--- src/rtl/breadboard_sweep_ctrl.sv ---
// breadboard_sweep_ctrl
// Sweeps the 4-bit w/x/y/z drive of the breadboard block from FIRST to LAST
// (wrapping 15->0), waits SETTLE cycles per step, captures the 10-bit r row,
// offers it to a logger over valid/ready and folds it into a rotating XOR
// signature.
// Optional build macro STEP_MODE_EN: adds a 'step' input and a HOLD state so
// that each non-final step waits for an explicit step pulse before advancing.
module breadboard_sweep_ctrl #(
    parameter int FIRST  = 0,   // first sweep index, 0..15
    parameter int LAST   = 15,  // last sweep index, 0..15
    parameter int SETTLE = 2    // settle cycles per step, 1..15
) (
    input  logic       clk,
    input  logic       rst,
    input  logic       start,
    input  logic       abort,
`ifdef STEP_MODE_EN
    input  logic       step,
`endif
    output logic       w,
    output logic       x,
    output logic       y,
    output logic       z,
    input  logic [9:0] r,
    output logic       res_valid,
    input  logic       res_ready,
    output logic [3:0] res_idx,
    output logic [9:0] res_data,
    output logic       busy,
    output logic       done,
    output logic [9:0] sig
);

    localparam logic [3:0] FIRST_IDX = 4'(FIRST);
    localparam logic [3:0] LAST_IDX  = 4'(LAST);
    localparam logic [3:0] CNT_INIT  = 4'(SETTLE - 1);

`ifdef STEP_MODE_EN
    typedef enum logic [2:0] {S_IDLE, S_SETTLE, S_PRESENT, S_DONE, S_HOLD} state_t;
`else
    typedef enum logic [2:0] {S_IDLE, S_SETTLE, S_PRESENT, S_DONE} state_t;
`endif

    state_t     state;
    state_t     state_next;
    logic [3:0] idx;
    logic [3:0] cnt;

    // Control strobes produced by the next-state logic for the datapath.
    logic start_sweep;
    logic dec_cnt;
    logic capture;
    logic accept;
    logic advance;
    logic cancel;
    logic finish;

    // Drive pins follow the registered index, so they move only when idx does.
    assign {w, x, y, z} = idx;

    // State register.
    // NOTE: sequential state uses non-blocking assignments so every flop
    // samples the pre-edge values, independent of block ordering.
    always_ff @(posedge clk) begin
        if (rst) state <= S_IDLE;
        else     state <= state_next;
    end

    // Next-state decode and per-cycle control strobes; abort outranks a handshake.
    always_comb begin
        // NOTE: every output of this block gets a default first so that no
        // path through the case leaves a signal unassigned (no latches).
        state_next  = state;
        start_sweep = 1'b0;
        dec_cnt     = 1'b0;
        capture     = 1'b0;
        accept      = 1'b0;
        advance     = 1'b0;
        cancel      = 1'b0;
        finish      = 1'b0;
        done        = 1'b0;
        case (state)
            S_IDLE: begin
                if (start) begin
                    start_sweep = 1'b1;
                    state_next  = S_SETTLE;
                end
            end
            S_SETTLE: begin
                if (abort) begin
                    cancel     = 1'b1;
                    state_next = S_IDLE;
                end else if (cnt == 4'd0) begin
                    capture    = 1'b1;
                    state_next = S_PRESENT;
                end else begin
                    dec_cnt = 1'b1;
                end
            end
            S_PRESENT: begin
                if (abort) begin
                    cancel     = 1'b1;
                    state_next = S_IDLE;
                end else if (res_ready) begin
                    accept = 1'b1;
                    if (idx == LAST_IDX) begin
                        state_next = S_DONE;
                    end else begin
`ifdef STEP_MODE_EN
                        state_next = S_HOLD;
`else
                        advance    = 1'b1;
                        state_next = S_SETTLE;
`endif
                    end
                end
            end
`ifdef STEP_MODE_EN
            S_HOLD: begin
                if (abort) begin
                    cancel     = 1'b1;
                    state_next = S_IDLE;
                end else if (step) begin
                    advance    = 1'b1;
                    state_next = S_SETTLE;
                end
            end
`endif
            S_DONE: begin
                done       = 1'b1;
                finish     = 1'b1;
                state_next = S_IDLE;
            end
            default: state_next = S_IDLE;
        endcase
    end

    // Datapath: index, settle counter, captured row, signature and busy flag.
    always_ff @(posedge clk) begin
        if (rst) begin
            idx       <= 4'd0;
            cnt       <= 4'd0;
            res_valid <= 1'b0;
            res_idx   <= 4'd0;
            res_data  <= 10'd0;
            sig       <= 10'd0;
            busy      <= 1'b0;
        end else begin
            if (start_sweep) begin
                idx  <= FIRST_IDX;
                cnt  <= CNT_INIT;
                sig  <= 10'd0;
                busy <= 1'b1;
            end
            if (dec_cnt) begin
                cnt <= cnt - 4'd1;
            end
            if (capture) begin
                res_data  <= r;
                res_idx   <= idx;
                sig       <= {sig[8:0], sig[9]} ^ r;
                res_valid <= 1'b1;
            end
            if (accept) begin
                res_valid <= 1'b0;
            end
            if (advance) begin
                idx <= idx + 4'd1;
                cnt <= CNT_INIT;
            end
            if (cancel) begin
                res_valid <= 1'b0;
                busy      <= 1'b0;
            end
            if (finish) begin
                busy <= 1'b0;
            end
        end
    end

endmodule

--- config.mk ---
export PLATFORM = sky130hd
export DESIGN_NAME = breadboard_sweep_ctrl
export DESIGN_NICKNAME = d
export VERILOG_FILES = /design/src/rtl/breadboard_sweep_ctrl.sv
export SDC_FILE = /design/constraint.sdc
export NUM_CORES = 1
export LEC_CHECK = 0
export CAP_MARGIN = 20
export CORE_MARGIN = 2
export CORE_UTILIZATION = 40
export CTS_CLUSTER_DIAMETER = 200
export DETAILED_ROUTE_END_ITERATION = 6
export PLACE_DENSITY = 0.69
export SLEW_MARGIN = 20
export SYNTH_ARGS = -nofsm -noshare
export SYNTH_HDL_FRONTEND = slang
export SYNTH_SLANG_ARGS = --single-unit
--- constraint.sdc ---
create_clock -name clk -period 2.05 [get_ports clk]
set_clock_uncertainty 0.15 [all_clocks]
set_input_delay 0.41 -clock clk [delete_from_list [all_inputs] [get_ports clk]]
set_output_delay 0.41 -clock clk [all_outputs]
set_load 0.02 [all_outputs]
==> flow_summary_export.csv <==
group,metric,value,unit
synth,yosysTopAreaCellShare,41.47,%
clock_network,clock_latency,0.28,ns
clock_network,cts_setup_buffers,0,
finish,drive_above_1_share,17.53,%
synth,syn-num-nets,220,
timing,slew_viol_final,0,
grt,antenna_found_initial,0,
finish,fillers,372,
clock_network,cts.sinks,36,
floorplanning,core_area,0.004086,mm^2
floorplanning,num_io_pins,46,
timing,finalHoldViolations,0,
power,power_density,712.0,mW/mm^2
synth,syn_inst,198,
clock_network,postCtsResizedCells,1,
timing,period_share,93.24,%
grt,grt_util_met3,4.329,%
route,firstDrtPassIters,4,
setup_path,path_cells,"clkdlybuf4s50_1",
clock_network,ctsHtreeMaxLevel,2,
power,p_switching,517.2,uW
clock_network,cts.path.max_buffers,2,
route,wirelength,4053,um
setup_path,path_class,"flip-flop to primary output",
timing,finalSetupTns,0,ns
timing,period_minus_slack,1.911,ns
run_status,status,"completed",
setup_path,cp.required,1.49,ns
clock_network,cts_buffers,5,
clock_network,root_buffer,"clkbuf_8",
synth,yosys_warnings,0,
timing,max_freq,523.2,MHz
grt,overflow,0,
route,drc,0,
setup_path,endpoint_kind,"primary output",
setup_path,slowest_delay,0.65,ns
grt,grt_max_degree,25,
placement,placed_area,0.002296,mm^2
placement,place_hpwl,2821,um
route,vias,1541,
synth,synth_area,0.001738,mm^2
grt,track_usage,17.70,%
clock_network,hold_buffers,0,
worst_hold_path,hold_class,"flip-flop to flip-flop",
timing,rsz0062_at_grt,"no",
timing,holdWs,0.3077,ns
synth,synthArstFlopShare,0,%
finish,nets,273,
setup_path,worstPathBufferInverterCount,1,
setup_path,crit_arrival,1.35,ns
power,p_sw_share,30.62,%
power,p_int,1.172,mW
finish,area_growth_syn_to_layout,36.50,%
floorplanning,dieArea,0.004888,mm^2
floorplanning,die_x,69.92,um
route,final_antenna_net_count,0,
placement,pre_cts_ws,-0.02884,ns
floorplanning,floorplan.die.height,69.92,um
run,maxCapViolations,0,
synth,synth_common_cells,"40 x nand2_1, 36 x dfxtp_1, 17 x a21oi_1",
route,via_per_inst,5.120,
synth,ys_ff_latch,36,
clock_network,path_clk_slew,0.07,ns
placement,port_buffers,45,
setup_path,slowest_stage,"clkdlybuf4s50_1",
synth,avgSynthCellArea,8.777,um^2
grt,grtUsageMet1,22.69,%
grt,grt_pass1_wl,7093,um
timing,slew_headroom,67.25,%
synth,synth_edf_count,0,
setup_path,startpoint_type,"flip-flop",
setup_path,cp_top_family,"buffers and inverters",
grt,gr-max-usage-layer,"met2",
floorplanning,start_util,42.53,%
route,routedWlPerCell,13.47,um
power,p_seq_share,45.9,%
synth,synth_area_leaders,"dfxtp_1 41%, nand2_1 8.6%, a21oi_2 6.0%",
power,clockPowerShare,27.9,%
finish,final_cell_area,0.002372,mm^2
power,peakVddDrop,0.0004066,V
placement,place.gp.congestion,0.8236,
synth,synth.largest_area_cell,"dfxtp_1",
synth,yosysMostFrequentCell,"nand2_1",
grt,grt_util_met2,28.89,%
synth,netlist-cell-type-count,40,
timing,worst_slew_pin_slew,0.4913,ns
clock_network,tritoncts,"yes",
floorplanning,floorplan.rows,23,
synth,seq_area_frac_synth,41.47,%
grt,grt_pass1_vias,1539,
power,power.leakage,0.8718,nW
finish,diodes,0,
timing,setup_ws,0.1386,ns
timing,setup_viol_count_final,0,
setup_path,cp_max_fo,5,
route,drt_iter0_drc,107,
synth,ys.flop_type,"dfxtp_1",
power,comb_power_share,26.3,%
[worst register-to-register path, cell delays in order (launching register included)]
cell     delay (ns)
dfxtp_1        0.43
inv_1          0.11
ha_1           0.24
nand2_1        0.34
o21ai_0        0.17
o211a_1        0.16
nor3_1         0.16
[area by class of cell]
class | instances | area, um^2 | share of cell area, %
Multi-Input combinational cell | 147 | 940.9 | 39.66
Sequential cell | 36 | 720.7 | 30.38
Timing Repair Buffer | 56 | 551.8 | 23.26
Clock buffer | 6 | 72.57 | 3.059
Tap cell | 50 | 62.56 | 2.637
Inverter | 5 | 18.77 | 0.7911
Clock inverter | 1 | 5.005 | 0.2110
[layout by cell type, fill, tap and decap left out, types with 2 or more instances in the layout]
cell type	count
a21oi_1	17
a21oi_2	12
a31oi_1	2
and2_1	2
buf_12	2
buf_4	9
clkbuf_8	5
clkdlybuf4s50_1	43
dfxtp_1	36
ha_1	7
inv_1	5
mux2i_1	2
nand2_1	40
nand2_2	6
nand2b_1	2
nand3_1	16
nor2_1	4
nor3_1	3
o211ai_1	2
o21ai_0	2
or3_1	3
xor2_1	10
[metal layers]
layer | share of wire, % | vias to the layer above
met4 | 1.2 | 0
met1 | 47 | 722
met2 | 47 | 32
met5 | 0 | -
met3 | 4.6 | 4
li1 | - | 783
[power groups by stage]
| stage | sequential, mW | combinational, mW | clock, mW |
|---|---|---|---|
| after CTS | 0.775 | 0.447 | 0.486 |
| after detailed placement | 0.791 | 0.446 | 0 |
| after global routing | 0.782 | 0.488 | 0.515 |
| final | 0.775 | 0.444 | 0.471 |
| after floorplan | 0.822 | 0.243 | 0 |
| after global placement | 0.789 | 0.438 | 0 |
[through the flow]
stage,std cells,power (mW),util (%)
floorplan,198,1.066,-
global placement,294,1.227,56.18
detailed placement,294,1.236,56.18
CTS,301,1.708,58.05
global route,301,1.785,58.05
finish,301,1.689,58.05
[worst paths after layout]
check | start | endpoint | slack, ns | cells after the start
min | res_data[6]$_SDFFE_PP0P_ | res_data[6]$_SDFFE_PP0P_ | 0.31 | 2
max | idx[0]$_SDFFE_PP0P_ | z | 0.14 | 1
min reg2reg | res_data[6]$_SDFFE_PP0P_ | res_data[6]$_SDFFE_PP0P_ | 0.31 | 2
max reg2reg | state[0]$_SDFFE_PP0P_ | idx[2]$_SDFFE_PP0P_ | 0.22 | 6
[state kept, by name, indices dropped and copies added, names as in the netlist]
signal and cells:
res_data 10, sig 10, cnt 4, idx 4, res_idx 4, state 2, busy 1, res_valid 1
[kinds of logic (layout without fill, tap and decap cells)]
family / after synthesis / in the layout / synth area share (%)
compound gates: 43 / 43 / 17.93
buf+inv: 15 / 68 / 4.391
fa+ha+maj: 7 / 7 / 5.039
simple gates: 85 / 85 / 24.98
flops: 36 / 36 / 41.47
mux: 2 / 2 / 1.152
xor+xnor: 10 / 10 / 5.039
Power figures use the tool's default switching activity.
